File: src/rtl/core_pkg.sv
// Shared core definitions: datapath width, the canonical NOP and the fetch entry
// that travels from the prefetch queue to the IF/ID register.
package core_pkg;

  localparam int XLEN = 32;
  localparam logic [XLEN-1:0] NOP_INSTR = 32'h0000_0013;

  typedef struct packed {
    logic [XLEN-1:0] instr;
    logic [XLEN-1:0] pc;
  } fetchEntry_t;

  localparam int ENTRY_W = $bits(fetchEntry_t);

endpackage

File: src/rtl/fetch_fifo.sv
// Synchronous prefetch FIFO holding fetch entries; flush empties it in one cycle.
// DEPTH must be a power of two so the pointers wrap by natural overflow.
module fetch_fifo import core_pkg::*; #(
  parameter int DEPTH = 4
) (
  input  logic                    clk,
  input  logic                    rst,
  input  logic                    flush,
  input  logic                    push,
  input  logic [ENTRY_W-1:0]      pushData,
  input  logic                    pop,
  output logic [ENTRY_W-1:0]      head,
  output logic [$clog2(DEPTH):0]  count,
  output logic                    full,
  output logic                    empty
);

  localparam int AW = $clog2(DEPTH);
  localparam int CW = AW + 1;

  logic [ENTRY_W-1:0] mem [DEPTH];
  logic [AW-1:0]      rdPtr;
  logic [AW-1:0]      wrPtr;
  logic               doPush;
  logic               doPop;

  assign full   = (count == CW'(DEPTH));
  assign empty  = (count == '0);
  assign doPush = push && !full;
  assign doPop  = pop && !empty;
  assign head   = mem[rdPtr];

  always_ff @(posedge clk) begin
    if (rst || flush) begin
      rdPtr <= '0;
      wrPtr <= '0;
      count <= '0;
    end else begin
      if (doPush) wrPtr <= wrPtr + AW'(1);
      if (doPop)  rdPtr <= rdPtr + AW'(1);
      count <= count + CW'(doPush) - CW'(doPop);
    end
  end

  always_ff @(posedge clk) begin
    if (doPush) mem[wrPtr] <= pushData;
  end

endmodule

File: src/rtl/fetch_queue.sv
// Instruction prefetch queue: credit-limited imem requests, in-order response
// tagging, redirect flush with late-response dropping. Optional macro
// FETCH_QUEUE_BYPASS_EN presents a response on the head in the cycle it returns.
module fetch_queue import core_pkg::*; #(
  parameter int          DEPTH    = 4,
  parameter int          MAX_OUT  = 2,
  parameter logic [31:0] RESET_PC = 32'h0000_0000
) (
  input  logic        clk,
  input  logic        rst,
  input  logic        stall_d,
  input  logic        redirect,
  input  logic [31:0] redirect_pc,
  output logic        imem_req,
  output logic [31:0] imem_addr,
  input  logic        imem_ready,
  input  logic        imem_rvalid,
  input  logic [31:0] imem_rdata,
  output logic        instr_valid,
  output logic [31:0] instr,
  output logic [31:0] pc,
  output logic [31:0] pc_plus4
);

  localparam int CW = $clog2(DEPTH) + 1;
  localparam int OW = $clog2(MAX_OUT + 1);
  localparam int TW = (MAX_OUT > 1) ? $clog2(MAX_OUT) : 1;

  logic [XLEN-1:0] fetchPc;
  logic [OW-1:0]   outstanding;
  logic [OW-1:0]   dropCnt;
  logic [XLEN-1:0] tagMem [MAX_OUT];
  logic [TW-1:0]   tagRd;
  logic [TW-1:0]   tagWr;
  logic            accept;
  logic            rspSeen;
  logic            keep;
  logic            bypassHit;
  logic            consume;
  logic            fifoPush;
  logic            fifoPop;
  logic [CW-1:0]   fifoCount;
  logic            fifoFull;
  logic            fifoEmpty;
  fetchEntry_t     rspEntry;
  fetchEntry_t     fifoHead;
  fetchEntry_t     headEntry;

  function automatic logic [TW-1:0] nextTag(input logic [TW-1:0] p);
    return (p == TW'(MAX_OUT - 1)) ? '0 : p + TW'(1);
  endfunction

  // Handshakes: a request transfers on a cycle with imem_req && imem_ready; a
  // response transfers whenever imem_rvalid is high (no back-pressure, in order);
  // the head transfers to decode on instr_valid && !stall_d.
  // Outstanding counts every in-flight request, including ones that will be dropped.
  assign imem_req  = !rst && !redirect && (int'(outstanding) < MAX_OUT) &&
                     (int'(outstanding) + int'(fifoCount) < DEPTH);
  assign imem_addr = fetchPc;
  assign accept    = imem_req && imem_ready;
  assign rspSeen   = imem_rvalid && (outstanding != '0);
  assign keep      = rspSeen && (dropCnt == '0);
  assign rspEntry  = '{instr: imem_rdata, pc: tagMem[tagRd]};

`ifdef FETCH_QUEUE_BYPASS_EN
  assign bypassHit = keep && fifoEmpty;
`else
  assign bypassHit = 1'b0;
`endif

  assign headEntry   = fifoEmpty ? rspEntry : fifoHead;
  assign instr_valid = !rst && (!fifoEmpty || bypassHit);
  assign instr       = instr_valid ? headEntry.instr : NOP_INSTR;
  assign pc          = instr_valid ? headEntry.pc : '0;
  assign pc_plus4    = pc + 32'd4;
  assign consume     = instr_valid && !stall_d;
  // A bypassed response that decode takes immediately never needs a FIFO slot.
  assign fifoPush    = keep && !redirect && !(bypassHit && consume) && !fifoFull;
  assign fifoPop     = consume && !fifoEmpty && !redirect;

  fetch_fifo #(.DEPTH(DEPTH)) uFifo (
    .clk      (clk),
    .rst      (rst),
    .flush    (redirect),
    .push     (fifoPush),
    .pushData (rspEntry),
    .pop      (fifoPop),
    .head     (fifoHead),
    .count    (fifoCount),
    .full     (fifoFull),
    .empty    (fifoEmpty)
  );

  always_ff @(posedge clk) begin
    if (rst) begin
      fetchPc     <= RESET_PC;
      outstanding <= '0;
      dropCnt     <= '0;
      tagRd       <= '0;
      tagWr       <= '0;
    end else if (redirect) begin
      // Everything still in flight after this edge belongs to the old path.
      fetchPc     <= {redirect_pc[31:2], 2'b00};
      outstanding <= outstanding - OW'(rspSeen);
      dropCnt     <= outstanding - OW'(rspSeen);
      tagRd       <= '0;
      tagWr       <= '0;
    end else begin
      if (accept) begin
        fetchPc <= fetchPc + 32'd4;
        tagWr   <= nextTag(tagWr);
      end
      if (keep) tagRd <= nextTag(tagRd);
      if (rspSeen && (dropCnt != '0)) dropCnt <= dropCnt - OW'(1);
      outstanding <= outstanding + OW'(accept) - OW'(rspSeen);
    end
  end

  always_ff @(posedge clk) begin
    if (accept) tagMem[tagWr] <= fetchPc;
  end

endmodule

File: config.mk
export PLATFORM = sky130hd
export DESIGN_NAME = fetch_queue
export DESIGN_NICKNAME = d
export VERILOG_FILES = /design/src/rtl/core_pkg.sv /design/src/rtl/fetch_fifo.sv /design/src/rtl/fetch_queue.sv
export SDC_FILE = /design/constraint.sdc
export NUM_CORES = 1
export LEC_CHECK = 0
export CAP_MARGIN = 30
export CORE_ASPECT_RATIO = 1.5
export CORE_MARGIN = 10
export CORE_UTILIZATION = 25
export CTS_BUF_LIST = sky130_fd_sc_hd__clkbuf_16
export CTS_CLUSTER_DIAMETER = 100
export DETAILED_ROUTE_END_ITERATION = 12
export PLACE_DENSITY = 0.54
export SLEW_MARGIN = 40
export SYNTH_ARGS = -nofsm -noshare
export SYNTH_HDL_FRONTEND = slang
export SYNTH_SLANG_ARGS = --single-unit
export TNS_END_PERCENT = 10
File: constraint.sdc
create_clock -name clk -period 5.5 [get_ports clk]
set_input_delay 1.1 -clock clk [delete_from_list [all_inputs] [get_ports clk]]
set_output_delay 1.1 -clock clk [all_outputs]
set_load 0.01 [all_outputs]
* Word-level counts from Yosys, hierarchy flattened *
Memory sizes are Yosys's and may differ from the RTL's. A register that Yosys moved wholly into a read port is not among the register bits.
Index checks and enable logic that the tools add are counted.

word-level totals
  bits in writable memories = 320
  input port bits = 70
  memories = 2
  bits in registers = 45

memory list
  name       words  width  read ports  clocked after memory_dff  write ports  line               text
  uFifo.mem  4      64     1           1                         1            fetch_fifo.sv:21   logic [ENTRY_W-1:0] mem [DEPTH];
  tagMem     2      32     1           1                         1            fetch_queue.sv:32  logic [XLEN-1:0] tagMem [MAX_OUT];

operators by class
  eq/ne operators = 1
  reduce and logical (&&, ||, !) cells = 28
  add/sub/neg operators = 13
  muxes and demuxes = 18
  magnitude comparators = 2

operators by type and width
  operator                 number
  $mux W32                 4
  $add A32 B3 Y32 const B  2
  $mux W64                 1
  $logic_and A1 B1 Y1      15
  $mux W2                  5
  $mux W1                  8
  $reduce_bool A2 Y1       4
  $logic_not A1 Y1         5
  $add A2 B1 Y2 const B    2
  $add A2 B3 Y4            1
  $lt A4 B3 Y1 const B     1
  $sub A2 B1 Y2            2
  $add A3 B1 Y3            1
  $eq A3 B3 Y1 const B     1
  $logic_not A3 Y1         1
  $sub A3 B1 Y3            1
  $add A1 B1 Y1 const B    2
  $add A2 B1 Y2            1
  $logic_not A2 Y1         1
  $lt A2 B2 Y1 const B     1
  $reduce_or A2 Y1         1
  $sub A2 B1 Y2 const B    1
  $logic_or A1 B1 Y1       1

* Longest topological paths before layout *
Gate-level depths: netlist of the first run.

  word-level depth = 9
  depth in mapped cells = 13

* By module *
A second synthesis of the first run with hierarchy kept.

unflattened totals
  cell total of the unflattened synthesis = 915
  area, all modules = 15077.0 µm²

modules (own cells, without submodules)
  module       instances  area an instance (µm²)  cells an instance
  fetch_fifo   1          9724.3                  384
  fetch_queue  1          5352.6                  531

* Least setup slack after synthesis of the first run *
Ideal clock, no wire load.

  path kind = in2out
  start = input port rst
  end = output port pc_plus4[18]
  required time = 4.400 ns
  buffers on the path = 3
  stages = 10
  setup slack = 1.134 ns
  arrival time = 3.266 ns
  cell sequence = buf_2 -> inv_1 -> clkbuf_1 -> clkbuf_1 -> and3_1 -> ha_1 -> nand3_1 -> or2_2 -> nor4_1 -> xor2_1

between the ends
  cells in the longest elaborated chain, start to end = 4

ends and longest elaborated chain
  element              line               text
  from (decl)          fetch_queue.sv:10  input logic rst,
  $logic_not A1 Y1     fetch_queue.sv:72  assign instr_valid = !rst && (!fifoEmpty || bypassHit);
  $logic_and A1 B1 Y1  fetch_queue.sv:72
  $mux W32             fetch_queue.sv:74  assign pc = instr_valid ? headEntry.pc : '0;
  via pc[3]            fetch_queue.sv:21  output logic [31:0] pc,
  $add A32 B3 Y32      fetch_queue.sv:75  assign pc_plus4 = pc + 32'd4;
  to (decl)            fetch_queue.sv:22  output logic [31:0] pc_plus4

The timed path passes the listed nets, and every way through them passes these cells.

* Worst setup path in the final report of the first run *
  start = input port rst
  end = output port pc_plus4[25]

between the ends
  cells in the longest elaborated chain, start to end = 4

ends and longest elaborated chain
  element              line
  $logic_not A1 Y1     fetch_queue.sv:72
  $logic_and A1 B1 Y1  fetch_queue.sv:72
  $mux W32             fetch_queue.sv:74
  $add A32 B3 Y32      fetch_queue.sv:75

No other way between the ends.

==> summary.txt, run 1 <==
Clock network
  • H-Tree Depth: 2
  • Clock transition at path regs: 70 ps
  • Worst-case clock buffer depth: 3
  • Skew-Pair Late Insertion Delay: 530 ps
  • Root Buffer: clkbuf_16
  • TritonCTS clock tree: done
  • Setup Buffers After CTS: 0
  • Count of cells resized by post-cts repair: 0
  • Total CTS buffers: 37
  • CTS Sinks: 354
  • CTS Hold Bufs: 0

GRT
  • Remaining global-route overflow: 0
  • Total GRT Usage: 11.1%
  • Vias in the first global route: 9029
  • Largest net degree at the start of global routing: 46
  • Initial antenna violation count: 0
  • First-pass GRT wire length: 58200 um

Die
  • Row Count: 108
  • I/O pins: 200
  • Initial core utilization: 25.3%
  • Die Height: 317 um
  • Chip width: 218 um
  • Die area: 0.0691 mm2
  • Area of the core: 0.0581 mm2

STA
  • Final setup vio count: 0
  • Crit path time final: 5120 ps
  • Final Slew Violations: 0
  • Worst-margin pin slew: 798 ps
  • Hold Violations, Final: 0
  • RSZ-0062 raised after global routing: no
  • Post-Route Setup TNS: 0 ps
  • Maximum achievable frequency: 0.195 GHz
  • Slew headroom: 46.8%
  • Layout Skew: 16.8 ps
  • Period utilization: 93.0%

Critical path
  • Crit path launch type: primary input
  • Crit-path cells: clkdlybuf4s50_1 -> inv_2 -> buf_4 -> and3_1 -> nand3_1 -> nor4_4 -> nand4_1 -> xnor2_1 -> clkdlybuf4s50_1
  • CP max stage delay: 620 ps
  • Most common cell on crit path: clkdlybuf4s50_1
  • R2r worst-path depth: 9
  • Cell family with the largest share of critical-path delay: buffers and inverters
  • Setup CP Type: primary input to output port
  • CP max FO: 12
  • End point of the critical path: pc_plus4[25]
  • Required @ worst endpoint: 4400 ps
  • Crit. End Element: output port
  • Worst path slowest cell: nor4_4
  • R2r endpoint: imem_addr[18]
  • Worst R2R Setup Slack: 2440 ps
  • CP Data Arrival Time: 4020 ps
  • RR Startpoint: outstanding[1]
  • CP Buf/Inv Count: 4
  • Critical Path Start: rst
  • Stages on worst setup path: 9

Yosys
  • Top_reg_cell synth: edfxtp_1
  • Largest family of logic cells by synthesized area: multiplexers
  • Synth Warn #: 0
  • Post-synthesis compound-gate area fraction: 2.78%
  • Simple-gate share of the synthesized area: 9.53%
  • Synth cell types: 54
  • Post-Synthesis Cells: 905
  • Async S/R FF share, synth: 0%
  • Seq/Total Area, Yosys: 69.2%
  • Mux share of post-synthesis cell area: 12.2%
  • Syn avg cell area: 16.2 um2
  • Synthesized area: 0.0147 mm2
  • EDFF count, synth: 308
  • Seq cells post-synth: 354
  • Synth Area in XOR/XNOR: 2.62%
  • Adder-cell area share of the yosys netlist: 1.24%

Drt
  • Wire length per cell: 20.4 um
  • Drt first pass iters: 4
  • Residual DRC: 0
  • Routed Wire Length: 39000 um
  • Final ANT Viol Nets: 0
  • 1st-iter DRT viols: 381
  • Via count: 8439
  • Via density: 4.41

Placed design
  • Port buffer count: 191
  • Post-DP HPWL: 27400 um
  • Placed cell area: 0.0176 mm2
  • GPL Wtd Cong: 0.825

Min path
  • Hold Crit Class: register to register

Final layout
  • Nets@finish: 1202
  • Ant. Diodes: 0
  • Multi-input gate area: 0.00422 mm2
  • Most common cell after layout, fill and taps aside: edfxtp_1
  • Number of fill cells: 5689
  • Register Area: 0.0102 mm2
  • Layout cells sized above 1: 16.9%
  • Final instance area: 0.0189 mm2
  • Area growth, synth to finish: 28.3%
  • Commonest cells after routing, fill and taps aside: edfxtp_1 (308), clkdlybuf4s50_1 (191), and3_1 (64), mux4_2 (59), nor2_1 (47)

Pwr
  • Pleak: 6.29 nW
  • PD cells: 315 mW/mm2
  • Worst vdd ir: 188 uV

Flow run
  • Max_cap viols: 0

Outcome
  • Outcome: finished clean
-- how the worst min path moves through the flow --
stage                  start            end  slack, ps  cells past startpoint
2_1_floorplan          tagRd       register        470                      2
3_3_place_gp           tagRd          tagRd        490                      2
3_5_place_dp           tagRd          tagRd        500                      2
4_1_cts                tagRd          tagRd        520                      2
5_1_grt        imem_addr[31]  tagMem[1][31]        540                      0
6_report               tagRd          tagRd        520                      2
-- metal layers --
layer,up-vias,part of all wire [%],GRT usage (%),routed length (um)
met5,-,0,0,0
met4,0,2.7,3.84,1060
met3,48,5.0,2.19,1950
met2,224,51,19.5,20100
met1,4239,41,13.3,15900
li1,3928,-,-,-
-- cell type report --
cell class	count	area share (%)
repair buffers	220	11.6
multi-input cells	480	22.4
clock buffers	37	4.91
clock inverters	29	1.59
well taps	770	5.11
flip-flops and latches	354	54.0
inverters	25	0.498
-- report_power, final --
part	internal [mW]	switching (mW)
clock network	1.51	1.03
registers	2.99	0.0447
logic	0.176	0.198
total	4.68	1.27
-- kinds of logic (layout without fill, tap and decap cells) --
family                     count (synthesis)  after routing
DFF                                      354            354
and+or+nand+nor                          253            253
muxes                                     97             97
buffers and inverters                     76            311
AOI/OAI and AO/OA                         66             66
xor gates and xnor gates                  44             44
adders and majority gates                 14             14
other                                      1              6
-- stage by stage --
stage | util, % | hold slack, ps | instances | total power [mW] | worst slack [ps]
finish | 32.5 | 519 | 1915 | 5.95 | 385
CTS | 32.4 | 520 | 1914 | 6.05 | 288
global placement | 30.2 | 490 | 1846 | 3.46 | 307
global route | 32.5 | 537 | 1915 | 6.20 | 139
floorplan | - | 472 | 910 | 3.28 | 1130
detailed placement | 30.3 | 500 | 1848 | 3.47 | 289
-- registers in the layout (all words and copies together) (netlist names), named ones only --
name	cells
dropCnt	2
imem_addr	30
outstanding	2
tagMem	60
tagRd	1
tagWr	1
uFifo.count	3
uFifo.mem	248
uFifo.rdPtr	2
uFifo.wrPtr	2
-- cells in the mapped netlist, types with 2 or more instances --
| cell type | instances | area share [%] |
|---|---|---|
| ha_1 | 13 | 1.1 |
| mux2_2 | 31 | 2.4 |
| mux2i_1 | 4 | 0.27 |
| dfxtp_1 | 46 | 6.3 |
| nor4_1 | 5 | 0.21 |
| inv_1 | 23 | 0.59 |
| nor3_1 | 14 | 0.48 |
| mux4_2 | 59 | 9.0 |
| buf_4 | 6 | 0.31 |
| edfxtp_1 | 308 | 63 |
| clkbuf_1 | 30 | 0.77 |
| and4_1 | 3 | 0.18 |
| nor2b_1 | 3 | 0.13 |
| mux4_1 | 3 | 0.54 |
| buf_6 | 4 | 0.31 |
| a21oi_1 | 21 | 0.72 |
| nand4b_1 | 3 | 0.18 |
| a32oi_1 | 2 | 0.12 |
| nand3_1 | 29 | 0.99 |
| inv_2 | 2 | 0.051 |
| a31oi_1 | 10 | 0.43 |
| xor2_1 | 17 | 1.0 |
| or2_2 | 3 | 0.13 |
| nor2_1 | 48 | 1.2 |
| and3_1 | 68 | 2.9 |
| xnor2_1 | 27 | 1.6 |
| or3_1 | 5 | 0.21 |
| o21ai_0 | 15 | 0.51 |
| and2_1 | 6 | 0.26 |
| a221oi_1 | 6 | 0.36 |
| nand4_1 | 11 | 0.47 |
| buf_2 | 10 | 0.34 |
| a211oi_1 | 2 | 0.10 |
| nand2_1 | 44 | 1.1 |
| nor4_4 | 4 | 0.58 |
| o21a_1 | 2 | 0.10 |
-- worst min-delay path, stage by stage, from the launching register on --
cell and delay, ps:
dfxtp_1 330, xor2_1 80, nor2_1 80
Note: power is estimated with default switching activity, not from simulation.
==> run 2, diff against run 1 <==
--- a/config.mk
+++ b/config.mk
@@ -8,11 +8,11 @@
 export CAP_MARGIN = 30
 export CORE_ASPECT_RATIO = 1.5
 export CORE_MARGIN = 10
-export CORE_UTILIZATION = 25
-export CTS_BUF_LIST = sky130_fd_sc_hd__clkbuf_16
+export CORE_UTILIZATION = 24
+export CTS_BUF_LIST = sky130_fd_sc_hd__clkbuf_8
 export CTS_CLUSTER_DIAMETER = 100
 export DETAILED_ROUTE_END_ITERATION = 12
-export PLACE_DENSITY = 0.54
+export PLACE_DENSITY = 0.52
 export SLEW_MARGIN = 40
 export SYNTH_ARGS = -nofsm -noshare
 export SYNTH_HDL_FRONTEND = slang
==> summary.txt, run 2 (synthesis results as in run 1) <==
Clock network
  • Skew-Pair Late Insertion Delay: 660 ps
  • Worst-case clock buffer depth: 3
  • Total CTS buffers: 56
  • Count of cells resized by post-cts repair: 0
  • Root Buffer: clkbuf_8
  • CTS Sinks: 354
  • CTS Hold Bufs: 0
  • Clock transition at path regs: 60 ps
  • TritonCTS clock tree: done
  • Setup Buffers After CTS: 0
  • H-Tree Depth: 2

Die
  • I/O pins: 200
  • Die area: 0.0717 mm2
  • Chip width: 222 um
  • Die Height: 323 um
  • Row Count: 111
  • Initial core utilization: 24.1%
  • Area of the core: 0.0610 mm2

Drt
  • Via count: 8583
  • 1st-iter DRT viols: 406
  • Routed Wire Length: 39500 um
  • Drt first pass iters: 4
  • Wire length per cell: 20.0 um
  • Final ANT Viol Nets: 0
  • Via density: 4.34
  • Residual DRC: 0

Final layout
  • Layout cells sized above 1: 18.4%
  • Area growth, synth to finish: 27.7%
  • Final instance area: 0.0188 mm2
  • Max reg flops: 248
  • Commonest cells after routing, fill and taps aside: edfxtp_1 (308), clkdlybuf4s50_1 (191), and3_1 (64), clkbuf_8 (62), mux4_2 (59)
  • Number of fill cells: 6005
  • Biggest register: uFifo.mem
  • Nets@finish: 1222
  • Most common cell after layout, fill and taps aside: edfxtp_1
  • Register Area: 0.0102 mm2
  • Multi-input gate area: 0.00422 mm2

STA
  • Post-Route Setup TNS: 0 ps
  • Period utilization: 92.8%
  • Maximum achievable frequency: 0.196 GHz
  • RSZ-0062 raised after global routing: no
  • Layout Skew: 54.3 ps
  • Crit path time final: 5100 ps
  • Worst hold slack: 512 ps
  • Slew headroom: 47.8%
  • Hold Violations, Final: 0
  • Final setup vio count: 0
  • Final Slew Violations: 0
  • Worst-margin pin slew: 783 ps

Placed design
  • Placed cell area: 0.0176 mm2
  • Port buffer count: 191
  • GPL Wtd Cong: 0.746
  • Post-DP HPWL: 27500 um

Pwr
  • Worst vdd ir: 167 uV
  • Pleak: 6.30 nW
  • PD cells: 301 mW/mm2

Critical path
  • Crit path launch type: primary input
  • CP Data Arrival Time: 4000 ps
  • Required @ worst endpoint: 4400 ps
  • Crit. End Element: output port
  • Worst path slowest cell: nor4_4
  • Most common cell on crit path: clkdlybuf4s50_1
  • CP max FO: 10
  • Setup CP Type: primary input to output port
  • CP max stage delay: 650 ps
  • Crit-path cells: clkdlybuf4s50_1 -> inv_2 -> buf_4 -> and3_1 -> nand3_1 -> nor4_4 -> nand4_1 -> xnor2_1 -> clkdlybuf4s50_1

GRT
  • Remaining global-route overflow: 0
  • Initial antenna violation count: 1
  • Total GRT Usage: 10.7%
  • First-pass GRT wire length: 58600 um
  • Largest net degree at the start of global routing: 46
  • Vias in the first global route: 9149

Flow run
  • Max_cap viols: 0

Outcome
  • Outcome: finished clean

Min path
  • Hold Crit Class: register to register
[run 2: cell count changes in the layout (fill, tap and decap cells not counted), moves of 4 or more]
cell / delta
inv_1: +10
clkbuf_16: -37
clkinv_1: +6
buf_4: +4
clkbuf_8: +62
[run 2: path summary, 6_finish.rpt]
| path | start | endpoint | slack, ps | cells past startpoint |
|---|---|---|---|---|
| hold reg to reg | tagRd | tagRd | 510 | 2 |
| hold / removal | tagRd | tagRd | 510 | 2 |
| setup / recovery | rst | pc_plus4[25] | 400 | 9 |
| setup reg to reg | outstanding[1] | imem_addr[18] | 2440 | 9 |
[run 2: worst max-delay path: cells and delay by family]
kind / cells / cell delay [ps]
AND/OR/NAND/NOR: 4 / 1310
buffers and inverters: 4 / 1430
XOR/XNOR: 1 / 170
[run 2: per-layer routing]
metal  wire [um]  vias to the layer above  GRT usage [%]  share of wire (%)
met5           0                        -              0                  0
met4        1210                        0           4.30                3.1
met3        2320                       69           2.69                5.9
met2       19900                      257           18.6                 50
met1       16100                     4277           12.3                 41
li1            -                     3980              -                  -
[run 2: stage by stage]
step | utilization (%) | setup WS (ps) | power [mW] | std cells
after floorplan | - | 1130 | 3.28 | 910
after global placement | 28.9 | 364 | 3.46 | 1870
after detailed placement | 28.9 | 373 | 3.47 | 1871
after CTS | 30.8 | 355 | 5.76 | 1976
after global routing | 30.8 | 218 | 5.91 | 1977
final | 30.8 | 395 | 5.64 | 1977
[run 2: cell type report]
cell class,instances,share of cell area (%)
antenna,1,0.0133
clock buffer,62,4.55
clock inverter,43,1.50
inverter,25,0.500
multi-input combinational,480,22.5
sequential,354,54.2
tap,791,5.27
timing repair buffer,221,11.5
[run 2: power by group]
| part | leakage, nW | switching (mW) | internal [mW] | total [mW] |
|---|---|---|---|---|
| clock network | 0.643 | 1.05 | 1.18 | 2.23 |
| registers | 3.17 | 0.0455 | 2.99 | 3.04 |
| logic | 2.49 | 0.199 | 0.173 | 0.372 |
| total | 6.30 | 1.29 | 4.35 | 5.64 |
